[src/rtl/spi_cmd_sched.sv]
// ---------------------------------------------------------------------------
// spi_cmd_sched
//   Shares one spi_master between a host command FIFO and a periodic poll
//   engine. Arbitrates round-robin on ties, runs the spi_rdy/spi_req/spi_ack
//   handshake and routes each 16-bit read-back word to its requester.
//
// Ports
//   spi_clk, spi_nrst         : clock, asynchronous active-low reset
//   host_cmd/_valid           : host command push (one word per cycle)
//   host_cmd_full, host_drop  : FIFO full, sticky push-while-full flag
//   host_rsp/_valid           : host read-back word and one-cycle pulse
//   poll_en                   : poll engine enable
//   poll_data/_valid          : poll read-back word and one-cycle pulse
//   poll_miss                 : sticky trigger-while-pending flag
//   busy                      : scheduler FSM not idle
//   spi_rdy, spi_ack, spi_in  : from spi_master
//   spi_req, spi_out          : to spi_master
// ---------------------------------------------------------------------------
module spi_cmd_sched #(
  parameter int unsigned FIFO_DEPTH  = 4,
  parameter int unsigned POLL_PERIOD = 1000,
  parameter logic [15:0] POLL_CMD    = 16'h8000
) (
  input  logic        spi_clk,
  input  logic        spi_nrst,
  input  logic [15:0] host_cmd,
  input  logic        host_cmd_valid,
  output logic        host_cmd_full,
  output logic        host_drop,
  output logic [15:0] host_rsp,
  output logic        host_rsp_valid,
  input  logic        poll_en,
  output logic [15:0] poll_data,
  output logic        poll_valid,
  output logic        poll_miss,
  output logic        busy,
  input  logic        spi_rdy,
  input  logic        spi_ack,
  input  logic [15:0] spi_in,
  output logic        spi_req,
  output logic [15:0] spi_out
);

  localparam int unsigned AW = $clog2(FIFO_DEPTH);
  localparam int unsigned TW = (POLL_PERIOD > 1) ? $clog2(POLL_PERIOD) : 1;
  localparam logic [AW:0]   DEPTH_C = (AW + 1)'(FIFO_DEPTH);
  localparam logic [TW-1:0] TERM_C  = TW'(POLL_PERIOD - 1);
  localparam logic SEL_HOST = 1'b0;
  localparam logic SEL_POLL = 1'b1;

  typedef enum logic [1:0] {
    ST_IDLE = 2'd0,
    ST_REQ  = 2'd1,
    ST_REL  = 2'd2
  } state_t;

  state_t        r_state;
  logic          r_sel;
  logic          r_last_grant;
  logic [15:0]   r_fifo [FIFO_DEPTH];
  logic [AW-1:0] r_wptr;
  logic [AW-1:0] r_rptr;
  logic [AW:0]   r_count;
  logic [TW-1:0] r_timer;
  logic          r_poll_pend;

  logic          w_host_pend;
  logic          w_grant;
  logic          w_pick_host;
  logic          w_pop;
  logic          w_grant_poll;
  logic          w_push;
  logic          w_tick;
  logic [AW:0]   w_count_nxt;

  // Arbitration, FIFO push/pop qualification and next occupancy.
  always_comb begin
    w_host_pend  = (r_count != {(AW + 1){1'b0}});
    w_grant      = (r_state == ST_IDLE) && spi_rdy && (w_host_pend || r_poll_pend);
    // On a tie the requester that did not win last time goes first.
    if (w_host_pend && r_poll_pend) begin
      w_pick_host = (r_last_grant == SEL_POLL);
    end else begin
      w_pick_host = w_host_pend;
    end
    w_pop        = w_grant && w_pick_host;
    w_grant_poll = w_grant && !w_pick_host;
    w_push       = host_cmd_valid && !host_cmd_full;
    w_tick       = poll_en && (r_timer == TERM_C);
    case ({w_push, w_pop})
      2'b10:   w_count_nxt = r_count + (AW + 1)'(1);
      2'b01:   w_count_nxt = r_count - (AW + 1)'(1);
      default: w_count_nxt = r_count;
    endcase
  end

  // FIFO storage; contents are don't-care until written, so no reset.
  always_ff @(posedge spi_clk) begin
    if (w_push) begin
      r_fifo[r_wptr] <= host_cmd;
    end
  end

  // FIFO pointers, occupancy, full and drop flags.
  always_ff @(posedge spi_clk or negedge spi_nrst) begin
    if (!spi_nrst) begin
      r_wptr        <= {AW{1'b0}};
      r_rptr        <= {AW{1'b0}};
      r_count       <= {(AW + 1){1'b0}};
      host_cmd_full <= 1'b0;
      host_drop     <= 1'b0;
    end else begin
      if (w_push) begin
        r_wptr <= r_wptr + AW'(1);
      end
      if (w_pop) begin
        r_rptr <= r_rptr + AW'(1);
      end
      r_count       <= w_count_nxt;
      host_cmd_full <= (w_count_nxt == DEPTH_C);
      if (host_cmd_valid && host_cmd_full) begin
        host_drop <= 1'b1;
      end
    end
  end

  // Poll timer, pending trigger and miss flag.
  always_ff @(posedge spi_clk or negedge spi_nrst) begin
    if (!spi_nrst) begin
      r_timer     <= {TW{1'b0}};
      r_poll_pend <= 1'b0;
      poll_miss   <= 1'b0;
    end else if (!poll_en) begin
      r_timer     <= {TW{1'b0}};
      r_poll_pend <= 1'b0;
    end else begin
      r_timer <= w_tick ? {TW{1'b0}} : (r_timer + TW'(1));
      if (w_tick) begin
        // A trigger landing on the grant edge re-arms instead of missing.
        if (r_poll_pend && !w_grant_poll) begin
          poll_miss <= 1'b1;
        end
        r_poll_pend <= 1'b1;
      end else if (w_grant_poll) begin
        r_poll_pend <= 1'b0;
      end
    end
  end

  // Scheduler FSM with registered handshake and response outputs.
  always_ff @(posedge spi_clk or negedge spi_nrst) begin
    if (!spi_nrst) begin
      r_state        <= ST_IDLE;
      r_sel          <= SEL_HOST;
      r_last_grant   <= SEL_POLL;
      spi_req        <= 1'b0;
      spi_out        <= 16'h0000;
      busy           <= 1'b0;
      host_rsp       <= 16'h0000;
      host_rsp_valid <= 1'b0;
      poll_data      <= 16'h0000;
      poll_valid     <= 1'b0;
    end else begin
      host_rsp_valid <= 1'b0;
      poll_valid     <= 1'b0;
      case (r_state)
        ST_IDLE: begin
          if (w_grant) begin
            spi_out      <= w_pick_host ? r_fifo[r_rptr] : POLL_CMD;
            r_sel        <= w_pick_host ? SEL_HOST : SEL_POLL;
            r_last_grant <= w_pick_host ? SEL_HOST : SEL_POLL;
            spi_req      <= 1'b1;
            busy         <= 1'b1;
            r_state      <= ST_REQ;
          end
        end
        ST_REQ: begin
          if (spi_ack) begin
            if (r_sel == SEL_HOST) begin
              host_rsp       <= spi_in;
              host_rsp_valid <= 1'b1;
            end else begin
              poll_data  <= spi_in;
              poll_valid <= 1'b1;
            end
            spi_req <= 1'b0;
            r_state <= ST_REL;
          end
        end
        ST_REL: begin
          if (!spi_ack && spi_rdy) begin
            busy    <= 1'b0;
            r_state <= ST_IDLE;
          end
        end
        default: begin
          spi_req <= 1'b0;
          busy    <= 1'b0;
          r_state <= ST_IDLE;
        end
      endcase
    end
  end

endmodule

[config.mk]
export PLATFORM = sky130hd
export DESIGN_NAME = spi_cmd_sched
export DESIGN_NICKNAME = d
export VERILOG_FILES = /design/src/rtl/spi_cmd_sched.sv
export SDC_FILE = /design/constraint.sdc
export NUM_CORES = 1
export LEC_CHECK = 0
export ABC_AREA = 0
export CAP_MARGIN = 20
export CORE_ASPECT_RATIO = 1.1
export CORE_MARGIN = 4
export CORE_UTILIZATION = 40
export DETAILED_ROUTE_END_ITERATION = 10
export GPL_ROUTABILITY_DRIVEN = 0
export HOLD_SLACK_MARGIN = 0.03
export PLACE_DENSITY = 0.68
export REMOVE_ABC_BUFFERS = 1
export SKIP_CTS_REPAIR_TIMING = 1
export SYNTH_ARGS = -nofsm -noshare
export SYNTH_HDL_FRONTEND = slang
export SYNTH_SLANG_ARGS = --single-unit
[constraint.sdc]
create_clock -name spi_clk -period 2.68 [get_ports spi_clk]
set_clock_uncertainty 0.05 [all_clocks]
set_input_delay 0.804 -clock spi_clk [delete_from_list [all_inputs] [get_ports spi_clk]]
set_output_delay 0.804 -clock spi_clk [all_outputs]
set_load 0.03 [all_outputs]
**After elaboration in Yosys (flattened, before gate mapping)**

Memories as Yosys holds them, arrays and structs flattened.
Cells that the tools add are included.

- Flip-flop bits (word level): 77
- Latch bits: 0
- Memory bits (writable): 64
- ROM bits: 0
- Bits of input ports: 38
- Word-level logic and storage cells: 87
- Memories: 1

- Add/subtract/negate cells: 5
- Multipliers: 0
- Divide/modulo/power cells: 0
- Order comparisons: 0
- Equality and inequality tests: 10
- Shift operators: 0
- Mux-type cells: 26
- Bitwise operators: 3
- Reductions and logical operators: 24

Memory list:

| name | words | width | rd ports | clocked after memory_dff | write ports | RTL line | RTL |
|---|---|---|---|---|---|---|---|
| r_fifo | 4 | 16 | 1 | 0 | 1 | 60 | `logic [15:0] r_fifo [FIFO_DEPTH];` |

Operator list:

| kind | number |
|---|---|
| 2-to-1 mux 10 bit | 2 |
| AND reduction 3 bit | 6 |
| 2-to-1 mux 1 bit | 16 |
| 2-to-1 mux 16 bit | 1 |
| adder 10 x 1 -> 10 bit, second input constant | 1 |
| == test 10 bit, second input constant | 1 |
| logical AND 1 bit | 10 |
| 2-to-1 mux 2 bit | 3 |
| inequality test 2 bit, second input constant | 3 |
| one-hot mux 1 bit (3 select lines) | 2 |
| one-hot mux 2 bit (3 select lines) | 1 |
| one-hot mux 3 bit (2 select lines) | 1 |
| adder 2 x 1 -> 2 bit, second input constant | 2 |
| == test 2 x 1 -> 1 bit, second input constant | 2 |
| == test 2 bit, second input constant | 2 |
| logical NOT 1 bit | 4 |
| adder 3 x 1 -> 3 bit, second input constant | 1 |
| == test 3 bit, second input constant | 1 |
| inequality test 3 x 1 -> 1 bit, second input constant | 1 |
| NOT 1 bit | 3 |
| nonzero test 3 bit | 1 |
| subtractor 3 x 1 -> 3 bit, second input constant | 1 |
| logical NOT 2 bit | 1 |
| AND reduction 2 bit | 1 |
| logical OR 1 bit | 1 |

**Logic depth before layout (Yosys ltp)**

- Depth in word-level cells: 8
- Mapped depth: 10
- Depth with buffers taken out: 8

**Worst setup path after synthesis**

OpenSTA, ideal clock, no wires.

- Kind: input to register
- From: input port spi_rdy
- To: register host_cmd_full
- Library setup time: 0.094 ns
- Arrival time: 2.681 ns
- Data required time: 2.536 ns
- Path slack: -0.145 ns
- Stages: 9
- Cells stage by stage: nor3b_2 -> and3_1 -> buf_2 -> ha_1 -> inv_1 -> fa_1 -> xor2_1 -> or3_1 -> a211oi_1

- Cells in the longest elaborated chain, start to end: 6
- Elaborated cells between the ends (all ways): 7
- Classes of those cells: eq/ne (3); mux (1); reduce/logical (3)

RTL lines:

| what | RTL line | RTL |
|---|---|---|
| start, declared | 37 | `input logic spi_rdy,` |
| logical AND 1 bit * (2 in a row) | 79 | `w_grant = (r_state == ST_IDLE) && spi_rdy && (w_host_pend \|\| r_poll_pend);` |
| logical AND 1 bit * | 86 | `w_pop = w_grant && w_pick_host;` |
| via w_pop | 70 | `logic w_pop;` |
| == test 2 x 1 -> 1 bit or == test 2 bit (tied branches) | 90 | `case ({w_push, w_pop})` |
| one-hot mux 3 bit (2 select lines) * | 90 |  |
| == test 3 bit * | 120 | `host_cmd_full <= (w_count_nxt == DEPTH_C);` |
| end signal, assigned | 120 |  |
| end, declared | 28 | `output logic host_cmd_full,` |

Mark *: on every way through the listed nets, which the timed path passes. The rest lies on a longest branch.
A chain may end at the register's enable or synchronous reset.

**Worst setup path after layout**

- From: input port host_cmd_valid
- To: register host_cmd_full

- Cells in the longest elaborated chain, start to end: 4
- Elaborated cells between the ends (all ways): 5
- Classes of those cells: eq/ne (3); mux (1); reduce/logical (1)

RTL lines:

| what | RTL line | RTL |
|---|---|---|
| start, declared | 27 | `input logic host_cmd_valid,` |
| logical AND 1 bit * | 88 | `w_push = host_cmd_valid && !host_cmd_full;` |
| == test 2 x 1 -> 1 bit or == test 2 bit (tied branches) | 90 |  |
| one-hot mux 3 bit (2 select lines) * | 90 |  |
| == test 3 bit * | 120 |  |

Every way passes the cells marked *; elsewhere a longest branch is shown, timed or not.

==> run metrics <==
XOR/XNOR Fraction of Synth Area 1.27%; Req. time, crit path 2960 ps; vias in the first global route 3,389; H-Tree Level Count 4; syn_area_per_cell 17.5 µm²; worst reg-to-reg setup slack 440 ps; die area 15,700 µm²; period utilization 90.0%; Clock Sink Count 141; Max Cap Viol 0; Worst Path Max Fanout 2; row count 44; EDFF count, synth 64; simple-gate portion of the synthesized area 4.20%; cell area after synthesis 5510 µm²; DR vias/cell 4.99; Chip Width 120 µm; first-pass GRT wire length 17,800 µm; clock buffer depth 2; largest cells by area after synthesis edfxtp_1 (35%), dfrtp_1 (35%), mux4_2 (6.5%); Syn Inst Count 315; largest net degree at the start of global routing 47; status complete, no violations; die outline height 131 µm; Max Freq 415 MHz; post-synth top area share 34.9%; Core Region 13,300 µm²; Slew @ Worst Pin 994 ps; Pleak 2.90 nW; Reg clk slew, reported paths 60 ps; Fin Hold WS 274 ps; grt ovf 0; Area after DPL 6740 µm²; DR vias 3,128; final core utilization 55.1%; area leader, netlist edfxtp_1; Avg WL per Cell 17.6 µm; CP startpoint kind primary input; Num CTS Buffers 17; RSZ-0062 raised after global routing false; # DRC 0; combinational family with the most area after synthesis multiplexers; synth unique cells 49; Post-Route WL 11,000 µm; Synth Warn # 0; relative slew slack 33.8%; FFs w/ async S/R, synth 54.6%; antenna viol nets, final 0; Slew Limit Fails 0; Tmin final 2410 ps; Compound-Gate Fraction of Synth Area 6.20%; #FFs+latches synth 141; Final nets 475; worst min path class primary input to async pin; prevailing post-synth register cell dfrtp_1; 1st-iter DRT viols 148; Initial Utilization 41.4%; Clock Root Buffer clkbuf_16; Worst R2R Path Depth 8; Clock Latency Late Sink 420 ps; total track usage 14.5%; Post-synth top cells dfrtp_1 (76), edfxtp_1 (64), mux2_2 (23); CP endpoint kind flip-flop; dpl hpwl 7000 µm; power density over the cells 1220 nW/µm²; Post-Synth Adder-Cell Area 1.73%; share of cells above drive strength 1 25.3%; Worst R2R End host_cmd_full; proportion of synthesized area in mux cells 13.9%; Reg2Reg Launch Point r_last_grant; io pins 93; antenna violations before repair 0; synthesis-to-finish area growth 33.2%; antenna fix cells 0; CTS tree done; CP Class primary input to flip-flop; worst setup path start host_cmd_valid; drt pass-1 iters 4; Setup violations, final 0; IO Port Bufs 92; Max VDD drop 0.000733 V; Fillers 1,106; top-count cell post-synth dfrtp_1; Final Cell Area 7340 µm²; crit path DAT 2690 ps; Hold Fails Final Rpt 0; sequential share of the synthesized area 69.9%
-- through the flow --
stage	instances	setup slack (ps)	TNS [ps]	power [mW]
6_report	627	268	0	8.97
5_1_grt	627	219	0	9.39
4_1_cts	627	-5.13	-5.13	9.02
3_5_place_dp	595	-471	-746	6.77
3_3_place_gp	595	-402	-625	6.69
2_1_floorplan	303	-363	-550	5.33
-- critical path, cell delays in order --
cell and delay [ps]:
clkdlybuf4s50_1 420, nor2b_1 150, inv_1 90, ha_4 130
inv_1 50, fa_2 330, xor2_1 150, or3_4 340
a211oi_2 230
-- how the worst max path moves through the flow --
stage | slack (ps) | depth (start not counted) | to
2_1_floorplan | -360 | 8 | host_cmd_full
3_3_place_gp | -400 | 9 | host_cmd_full
3_5_place_dp | -470 | 9 | host_cmd_full
4_1_cts | -5 | 9 | host_cmd_full
5_1_grt | 220 | 9 | host_cmd_full
6_report | 270 | 9 | host_cmd_full
-- registers in the layout, indices dropped and copies added (netlist names) --
name / cells
host_rsp: 16
r_wptr: 2
r_state: 2
r_timer: 10
r_poll_pend: 1
poll_data: 16
r_fifo: 64
r_count: 3
r_rptr: 2
host_rsp_valid: 1
r_last_grant: 1
spi_req: 1
host_cmd_full: 1
spi_out: 16
r_sel: 1
poll_valid: 1
busy: 1
poll_miss: 1
host_drop: 1
-- per-layer routing --
layer / vias to the layer above / track usage [%] / routed length [µm]
met5: - / 0 / 0
met4: 0 / 4.33 / 117
met3: 13 / 5.03 / 673
met2: 104 / 23.8 / 5450
met1: 1583 / 18.1 / 4780
li1: 1428 / - / -
-- layout make-up --
| cell class | instances | area [µm²] | share of cell area [%] |
|---|---|---|---|
| clock buffers | 19 | 464 | 6.32 |
| repair buffers | 108 | 1100 | 15.0 |
| multi-input cells | 148 | 1540 | 21.0 |
| well taps | 184 | 230 | 3.14 |
| clock inverters | 13 | 101 | 1.38 |
| flip-flops and latches | 141 | 3850 | 52.4 |
| inverters | 14 | 52.6 | 0.716 |
-- cells by family after synthesis --
logic type | count (synthesis)
compound gates | 45
simple gates | 39
buf+inv | 26
xor+xnor | 8
fa+ha+maj | 7
flops | 141
mux | 49
-- power breakdown --
part / leakage [nW] / switching [mW] / total [mW] / internal [mW]
combinational: 1.08 / 1.80 / 3.46 / 1.66
sequential: 1.54 / 0.327 / 3.28 / 2.96
clock: 0.280 / 0.947 / 2.23 / 1.28
-- placed cells by master, fill, tap and decap left out, drive strengths merged, types with 2 or more instances in the layout --
master and instances:
and2 6, clkdlybuf4s50 90, mux2 32, xor2 4
mux4 16, nand4 3, o21ai 9, dfrtp 76
o31ai 3, xnor2 4, nor3 2, ha 6
inv 19, or3 7, buf 17, nand3 4
clkinv 7, clkbuf 19, o211ai 2, a21oi 7
edfxtp 64, a22o 15, nand2 6, nor2 5
Power figures use the tool's default switching activity.
